<file path="config.mk">
export PLATFORM = sky130hd
export DESIGN_NAME = oddeven_sort_ctrl
export DESIGN_NICKNAME = d
export VERILOG_FILES = /design/src/rtl/oddeven_sort_ctrl.sv
export SDC_FILE = /design/constraint.sdc
export NUM_CORES = 1
export LEC_CHECK = 0
export CAP_MARGIN = 5
export CORE_ASPECT_RATIO = 1.1
export CORE_MARGIN = 10
export CORE_UTILIZATION = 48
export CTS_BUF_LIST = sky130_fd_sc_hd__clkbuf_8
export DETAILED_ROUTE_END_ITERATION = 10
export PLACE_DENSITY = 0.88
export SKIP_LAST_GASP = 1
export SYNTH_ARGS = -nofsm -noshare
export SYNTH_HDL_FRONTEND = slang
export SYNTH_SLANG_ARGS = --single-unit
</file>
<file path="constraint.sdc">
create_clock -name clk -period 2.2 [get_ports clk]
set_input_delay 0.44 -clock clk [delete_from_list [all_inputs] [get_ports clk]]
set_output_delay 0.44 -clock clk [all_outputs]
set_load 0.01 [all_outputs]
</file>
<file path="src/rtl/oddeven_sort_ctrl.sv">
// Frame controller for the odd-even parallel sort core.
// Gathers up to N elements from an input stream into a parallel word, pulses
// the core load, waits a fixed sort latency, captures the sorted word and
// streams the first frame_len elements out in ascending order.
module oddeven_sort_ctrl #(
  parameter int           N           = 16,
  parameter int           W           = 8,
  parameter int           SORT_CYCLES = N,
  parameter logic [W-1:0] PAD         = {W{1'b1}}
) (
  input  logic           clk,
  input  logic           rstb,
  input  logic           flush,
  input  logic           in_valid,
  input  logic [W-1:0]   in_data,
  input  logic           in_last,
  output logic           in_ready,
  output logic           core_load,
  output logic [W*N-1:0] core_data_in,
  input  logic [W*N-1:0] core_data_out,
  output logic           out_valid,
  output logic [W-1:0]   out_data,
  output logic           out_last,
  input  logic           out_ready,
  output logic           busy
);

  localparam int CW = (N > 1) ? $clog2(N) : 1;
  localparam int LW = $clog2(N + 1);
  localparam int SW = $clog2(SORT_CYCLES + 1);

  typedef enum logic [1:0] {
    S_FILL  = 2'd0,
    S_LOAD  = 2'd1,
    S_SORT  = 2'd2,
    S_DRAIN = 2'd3
  } state_t;

  state_t          r_state;
  state_t          w_state_next;

  logic [W-1:0]    r_in_buf  [N];
  logic [W-1:0]    r_out_buf [N];
  logic [CW-1:0]   r_wr_cnt;
  logic [CW-1:0]   r_rd_cnt;
  logic [LW-1:0]   r_frame_len;
  logic [SW-1:0]   r_sort_cnt;

  logic            w_in_hs;
  logic            w_in_end;
  logic            w_sort_done;
  logic            w_out_hs;
  logic            w_out_end;
  logic            w_is_last;

  assign w_in_hs     = (r_state == S_FILL) && in_valid;
  // The element landing in the top slot closes the frame even with in_last,
  // so a full frame marked last is still a single frame.
  assign w_in_end    = w_in_hs && ((r_wr_cnt == CW'(N - 1)) || in_last);
  // The counter is one past the sort window when the core result is captured.
  assign w_sort_done = (r_state == S_SORT) && (r_sort_cnt == SW'(SORT_CYCLES));
  assign w_is_last   = (LW'(r_rd_cnt) == (r_frame_len - LW'(1)));
  assign w_out_hs    = (r_state == S_DRAIN) && out_ready;
  assign w_out_end   = w_out_hs && w_is_last;

  // Present the input buffer to the core as one parallel word.
  for (genvar gi = 0; gi < N; gi++) begin : g_core_in
    assign core_data_in[W*gi +: W] = r_in_buf[gi];
  end

  // State register; flush acts as a synchronous return to FILL.
  always_ff @(posedge clk or negedge rstb) begin
    if (!rstb) begin
      r_state <= S_FILL;
    end else if (flush) begin
      r_state <= S_FILL;
    end else begin
      r_state <= w_state_next;
    end
  end

  // Next-state and stream/core control outputs.
  always_comb begin
    w_state_next = r_state;
    in_ready     = 1'b0;
    core_load    = 1'b0;
    out_valid    = 1'b0;
    out_last     = 1'b0;
    out_data     = '0;
    busy         = 1'b1;
    case (r_state)
      S_FILL: begin
        in_ready = 1'b1;
        busy     = 1'b0;
        if (w_in_end) w_state_next = S_LOAD;
      end
      S_LOAD: begin
        core_load    = 1'b1;
        w_state_next = S_SORT;
      end
      S_SORT: begin
        if (w_sort_done) w_state_next = S_DRAIN;
      end
      S_DRAIN: begin
        out_valid = 1'b1;
        out_last  = w_is_last;
        out_data  = r_out_buf[r_rd_cnt];
        if (w_out_end) w_state_next = S_FILL;
      end
      default: w_state_next = S_FILL;
    endcase
  end

  // Buffers and counters; the end of a drain restores the idle contents.
  always_ff @(posedge clk or negedge rstb) begin
    if (!rstb) begin
      for (int i = 0; i < N; i++) begin
        r_in_buf[i]  <= PAD;
        r_out_buf[i] <= PAD;
      end
      r_wr_cnt    <= '0;
      r_rd_cnt    <= '0;
      r_frame_len <= '0;
      r_sort_cnt  <= '0;
    end else if (flush) begin
      for (int i = 0; i < N; i++) begin
        r_in_buf[i]  <= PAD;
        r_out_buf[i] <= PAD;
      end
      r_wr_cnt    <= '0;
      r_rd_cnt    <= '0;
      r_frame_len <= '0;
      r_sort_cnt  <= '0;
    end else begin
      if (w_in_hs) begin
        r_in_buf[r_wr_cnt] <= in_data;
        if (w_in_end) r_frame_len <= LW'(r_wr_cnt) + LW'(1);
        else          r_wr_cnt    <= r_wr_cnt + CW'(1);
      end
      if (r_state == S_SORT) begin
        if (w_sort_done) begin
          for (int i = 0; i < N; i++) r_out_buf[i] <= core_data_out[W*i +: W];
        end else begin
          r_sort_cnt <= r_sort_cnt + SW'(1);
        end
      end
      if (w_out_hs) begin
        if (w_out_end) begin
          for (int i = 0; i < N; i++) begin
            r_in_buf[i]  <= PAD;
            r_out_buf[i] <= PAD;
          end
          r_wr_cnt    <= '0;
          r_rd_cnt    <= '0;
          r_frame_len <= '0;
          r_sort_cnt  <= '0;
        end else begin
          r_rd_cnt <= r_rd_cnt + CW'(1);
        end
      end
    end
  end

endmodule

</file>
==> impl_metrics.py, run 1 <==
metrics = {
    "yosys": {
        "synth_warnings": 0,
        "synth.cell_area_mm2": 0.0133,
        "synth_ff_type": "dfstp_2",
        "yosysTopAreaCellShare_pct": 50.7,
        "synthCells": 1341,
        "ys_seq_area_share_pct": 54.5,
        "async_reset_ff_share_pct": 100,
        "ys_seq_elements": 276,
        "synth_area_leader_cell": "dfstp_2",
        "synth_area_leaders": "dfstp_2, nand2_1, nand3_1",
        "syn_nets": 1496,
        "synthDistinctLibCells": 45,
        "synth-edff-count": 0,
        "synth_area_per_cell_um2": 9.89,
    },
    "global_route": {
        "grt_usage_pct": 25.6,
        "grt_pass1_wl_mm": 69.9,
        "grt_start_max_net_pins": 78,
        "first_global_vias": 12500,
        "grt-ovfl-total": 0,
        "antenna_found_initial": 2,
    },
    "clock_network": {
        "numCtsBuffers": 44,
        "clk_pin_slew_ns": 0.07,
        "cts_num_sinks": 276,
        "clk_root_buffer_cell": "clkbuf_8",
        "htree_levels": 2,
        "cts_tree": "built",
        "clockBufferDepth": 3,
        "clk_latency_ns": 0.56,
    },
    "setup_path": {
        "max_stage_delay_ns": 0.50,
        "start_kind": "flop",
        "cp-end-kind": "output pin",
        "critPathKind": "reg -> out",
        "cp_data_required_time_ns": 1.76,
        "crit_family": "multiplexers",
        "crit_slowest_cell": "mux4_2",
        "crit_fanout": 4,
        "worstPathArrival_ns": 2.61,
        "path_cells": "buf_6, buf_4, mux4_2, mux4_2, and2_4, buf_6",
        "path_buf_inv": 3,
    },
    "placement": {
        "port_buffers": 282,
        "place_ws_ns": -0.633,
        "hpwl_mm": 31.0,
        "gp_congestion": 0.911,
        "place_area_mm2": 0.0166,
    },
    "routing": {
        "route.detailed.drc": 0,
        "post_drt_wl_per_cell_um": 25.8,
        "routed_via_density": 6.05,
        "vias": 12600,
        "postRouteAntennaNets": 0,
        "firstDrtPassIters": 6,
        "drt_wl_total_mm": 53.8,
        "drt_iter0_markers": 1701,
    },
    "sta": {
        "fin_crit_sh_pct": 139,
        "slew_headroom_pct": 55.2,
        "fin_crit_ns": 3.05,
        "worst_pin_slew_ns": 0.673,
        "max_freq_mhz": 327,
        "setup_viol": 285,
        "skew_ns": 0.0209,
        "finalHoldViolCount": 0,
        "setup_ws_ns": -0.855,
        "drv_slew": 0,
        "rsz0062_at_grt": "true",
    },
    "floorplan": {
        "start_util_pct": 48.9,
        "fp-row-count": 63,
        "pin_count": 283,
        "die_w_um": 178,
        "die_y_um": 194,
        "core_area_mm2": 0.0271,
        "die_area_mm2": 0.0347,
    },
    "power_and_ir_drop": {
        "power.internal_uw": 8760,
        "switching_power_uw": 3420,
        "combPwrFrac_pct": 19.5,
        "irDropWorstVdd_uv": 406,
        "p_sw_share_pct": 28.1,
        "pwr-share-seq_pct": 44.2,
        "clkPwrFrac_pct": 36.4,
        "power.density_mw_per_mm2": 624,
        "total_leakage_power_uw": 0.00831,
    },
    "min_path": {
        "hold_class": "in -> reg",
    },
    "layout": {
        "layout-drive-gt1-share_pct": 40.2,
        "nets": 1859,
        "layout_commonest_cell": "nand2_1",
        "fin_area_mm2": 0.0195,
        "final_cell_mix": "nand2_1, clkdlybuf4s50_1, dfstp_2",
        "area_growth_syn_to_layout_pct": 47.0,
    },
    "run": {
        "maxCapViolations": 0,
    },
    "status": {
        "status": "finished, violations left",
        "violations": "negative setup slack",
    },
}
==> power by group through the flow <==
stage                     registers, uW  logic, uW  clock network [uW]
after floorplan                    5440        805                   0
after global placement             5430       1740                   0
after detailed placement           5440       1790                   0
after CTS                          5370       1980                4370
after global routing               5380       2490                4670
final                              5380       2370                4430
==> layout make-up <==
class	instances	area, um^2
antenna	1	2.50
clock buffer	52	716
tap	357	447
sequential	276	7230
inverter	10	37.5
fill	1677	7620
multi-input combinational	962	6190
clock inverter	18	128
timing repair buffer	410	4750
==> final timing paths <==
kind / start / cells past startpoint / slack (ns) / to
min in group asynchronous: rstb / 2 / 0.54 / r_rd_cnt[1]$_DFFE_PN0P_
worst max-delay path: r_rd_cnt[0]$_DFFE_PN0P_ / 6 / -0.85 / out_data[3]
max in group asynchronous: rstb / 3 / 0.97 / core_data_in[85]$_DFF_PN1_
worst max register to register: r_rd_cnt[0]$_DFFE_PN0P_ / 12 / -0.31 / core_data_in[57]$_DFF_PN1_
worst min register to register: core_data_in[59]$_DFF_PN1_ / 2 / 0.49 / core_data_in[59]$_DFF_PN1_
worst min-delay path: core_data_out[90] / 3 / 0.42 / r_out_buf[34]$_DFF_PN1_
==> cell families after synthesis <==
group,count (synthesis),share of synthesized area (%)
adder cells (fa/ha/maj),13,1.23
buffers and inverters,103,4.96
multiplexers,41,7.55
AO/OA/AOI/OAI,18,0.887
flip-flops,276,54.5
AND/OR/NAND/NOR,875,29.7
XOR/XNOR,15,1.15
==> tightest hold or removal path, stage by stage <==
cell	delay [ns]
clkdlybuf4s50_1	0.39
nand2_1	0.07
nand3_2	0.06
==> per-stage QoR <==
| step | TNS [ns] | cells | hold WS [ns] | util [%] | total power, uW |
|---|---|---|---|---|---|
| finish | -64.79 | 2086 | 0.417 | 71.9 | 12200 |
| global route | -85.63 | 2085 | 0.418 | 71.9 | 12500 |
| CTS | -7.98 | 2048 | 0.403 | 66.0 | 11700 |
| detailed placement | -5.47 | 1955 | 0.478 | 61.3 | 7230 |
| global placement | -4.68 | 1955 | 0.474 | 61.3 | 7170 |
| floorplan | -0.0334 | 1341 | 0.144 | - | 6250 |
==> sequential cells by signal, indices dropped and copies added (netlist names) <==
name          flops
r_sort_cnt        5
r_rd_cnt          4
r_out_buf       128
core_data_in    128
r_state           2
r_frame_len       5
r_wr_cnt          4
==> synth_stat cells (2+ instances only) <==
cell type,count
nand4_1,6
buf_6,29
dfrtp_1,20
a311oi_1,2
nor2_1,31
clkbuf_1,44
nand3_1,231
inv_1,10
nor2b_1,3
nand2_1,533
mux4_2,16
ha_1,13
nor3_1,6
buf_1,11
dfstp_2,256
and2_1,11
xor2_1,9
nand3_2,40
buf_2,5
xnor2_1,4
mux4_1,24
a21oi_1,8
nand2b_1,4
a211oi_1,3
buf_12,2
==> timing repair <==
item                                   CTS  global route
resized for setup                       78           196
cloned                                   7            31
setup buffers                           15            11
hold buffers                             1             0
setup endpoints to repair              130           286
pin swaps                                5            15
endpoints found under the hold margin    4             0
==> metal layers <==
layer	vias up	wire, um	GRT usage (%)
met5	-	27	0
met2	1079	25900	42.5
met1	6056	17700	29.0
met4	4	3860	14.0
li1	5180	-	-
met3	302	6370	7.41
Power figures use the tool's default switching activity.
==> run 2, diff against run 1 <==
--- a/config.mk
+++ b/config.mk
@@ -8,9 +8,10 @@
 export CAP_MARGIN = 5
 export CORE_ASPECT_RATIO = 1.1
 export CORE_MARGIN = 10
-export CORE_UTILIZATION = 48
-export CTS_BUF_LIST = sky130_fd_sc_hd__clkbuf_8
+export CORE_UTILIZATION = 60
+export CTS_BUF_LIST = sky130_fd_sc_hd__clkbuf_4
 export DETAILED_ROUTE_END_ITERATION = 10
+export DONT_BUFFER_PORTS = 1
 export PLACE_DENSITY = 0.88
 export SKIP_LAST_GASP = 1
 export SYNTH_ARGS = -nofsm -noshare
==> impl_metrics.py, run 2 (synthesized netlist as in run 1, its figures left out) <==
metrics = {
    "layout": {
        "multi_input_area_mm2": 0.00541,
        "final-seq-area_mm2": 0.00723,
        "fillers": 1292,
        "fin_cells": 1846,
        "layout-drive-gt1-share_pct": 33.5,
        "area_growth_syn_to_layout_pct": 20.0,
        "layout_commonest_cell": "nand2_1",
        "nets": 1667,
        "final_cell_mix": "nand2_1, dfstp_2, nand3_1",
    },
    "run": {
        "maxCapViolations": 0,
    },
    "floorplan": {
        "die_w_um": 162,
        "fp-row-count": 56,
        "start_util_pct": 61.6,
        "core_area_mm2": 0.0215,
        "die_y_um": 176,
        "pin_count": 283,
        "die_area_mm2": 0.0285,
    },
    "placement": {
        "port_buffers": 0,
        "gp_congestion": 0.865,
        "dpl.cell_count": 1580,
        "hpwl_mm": 26.2,
    },
    "sta": {
        "worst_pin_slew_ns": 1.16,
        "skew_ns": 0.0642,
        "setup_ws_ns": -0.866,
        "rsz0062_at_grt": "true",
        "max_freq_mhz": 326,
        "slew_headroom_pct": 22.7,
        "fin_crit_sh_pct": 139,
        "fin_crit_ns": 3.07,
        "setup_viol": 69,
        "finalHoldViolCount": 114,
        "drv_slew": 0,
        "whs_ns": -0.458,
    },
    "routing": {
        "firstDrtPassIters": 6,
        "drt_wl_total_mm": 47.4,
        "post_drt_wl_per_cell_um": 25.7,
        "routed_via_density": 6.41,
        "vias": 11800,
        "route.detailed.drc": 0,
        "drt_iter0_markers": 1518,
        "postRouteAntennaNets": 0,
    },
    "power_and_ir_drop": {
        "total_leakage_power_uw": 0.00703,
        "power.density_mw_per_mm2": 717,
        "irDropWorstVdd_uv": 531,
    },
    "setup_path": {
        "timing.rr.end": "r_out_buf[60]$_DFF_PN1_",
        "worstPathArrival_ns": 2.63,
        "cp-end-kind": "output pin",
        "crit_fanout": 7,
        "cp_data_required_time_ns": 1.76,
        "reg2reg_from": "r_rd_cnt[0]$_DFFE_PN0P_",
        "start_kind": "flop",
        "critPathKind": "reg -> out",
        "rrSetupSlack_ns": -0.08,
        "worstRegToRegCells": 9,
    },
    "global_route": {
        "grt_start_max_net_pins": 277,
        "antenna_found_initial": 3,
        "grt-ovfl-total": 0,
        "first_global_vias": 12000,
        "grt_pass1_wl_mm": 71.3,
        "grt_usage_pct": 32.3,
    },
    "clock_network": {
        "clk_pin_slew_ns": 0.08,
        "clk_latency_ns": 0.69,
        "htree_levels": 3,
        "clk_root_buffer_cell": "clkbuf_4",
        "cts_tree": "built",
        "numCtsBuffers": 71,
        "cts_num_sinks": 276,
        "clockBufferDepth": 3,
        "holdBufCountCts": 138,
    },
    "status": {
        "violations": "negative hold slack, negative setup slack",
        "status": "finished, violations left",
    },
    "min_path": {
        "hold_class": "in -> async",
    },
}
run 2: worst max path at each step:
stage | start | slack, ns | cells past startpoint | to
after floorplan | r_rd_cnt[0]$_DFFE_PN0P_ | -0.006 | 5 | out_data[0]
after global placement | r_rd_cnt[0]$_DFFE_PN0P_ | -0.1 | 4 | out_data[0]
after detailed placement | r_frame_len[0]$_DFF_PN0_ | -0.09 | 8 | r_out_buf[89]$_DFF_PN1_
after CTS | r_rd_cnt[0]$_DFFE_PN0P_ | -0.76 | 4 | out_data[3]
after global routing | r_rd_cnt[0]$_DFFE_PN0P_ | -0.88 | 5 | out_data[1]
final | r_rd_cnt[0]$_DFFE_PN0P_ | -0.87 | 5 | out_data[1]
run 2: power breakdown:
group / leakage, uW / total [uW] / switching (uW) / internal (uW)
sequential: 0.00297 / 5420 / 162 / 5260
combinational: 0.00354 / 1430 / 806 / 619
clock: 0.000514 / 4550 / 2220 / 2330
total: 0.00703 / 11400 / 3190 / 8210
run 2: through the flow:
step                area, um^2  worst slack (ns)  util [%]  total power [uW]  setup TNS (ns)
global route             15900            -0.881      73.9             11800          -18.76
detailed placement       13400           -0.0908      62.3              6500           -5.61
finish                   15900            -0.866      73.9             11400           -8.78
global placement         13400           -0.0980      62.3              6450          -0.379
CTS                      15700            -0.755      73.1             11200           -6.35
floorplan                13200          -0.00557         -              6250         -0.0334
run 2: routing by layer:
metal / global-route usage, % / up-vias / wire (um)
met4: 19.2 / 0 / 3430
met2: 54.0 / 1071 / 23000
met1: 34.3 / 5668 / 14600
met3: 11.9 / 285 / 6410
li1: - / 4815 / -
met5: 0 / - / 0
run 2: final cells by class:
cell class                 count  area share (%)
antenna                        3          0.0472
clock buffer                 101            4.77
clock inverter                13           0.692
inverter                      10           0.236
multi-input combinational    962            34.0
sequential                   276            45.4
tap                          290            2.28
timing repair buffer         191            12.5
run 2: timing repair:
| action | CTS | global route |
|---|---|---|
| gates cloned | 1 | 1 |
| buffers inserted | 2 | 7 |
| endpoints found under the hold margin | 539 | 276 |
| resized for setup | 11 | 16 |
| pin swaps | 2 | 4 |
| endpoints found under the setup margin | 142 | 282 |
run 2: worst max-delay path, stage by stage (launching register included):
cell and delay, ns:
dfrtp_2 0.47, buf_12 0.17, buf_4 0.11, mux4_2 0.52
mux4_2 0.49, and2_4 0.20
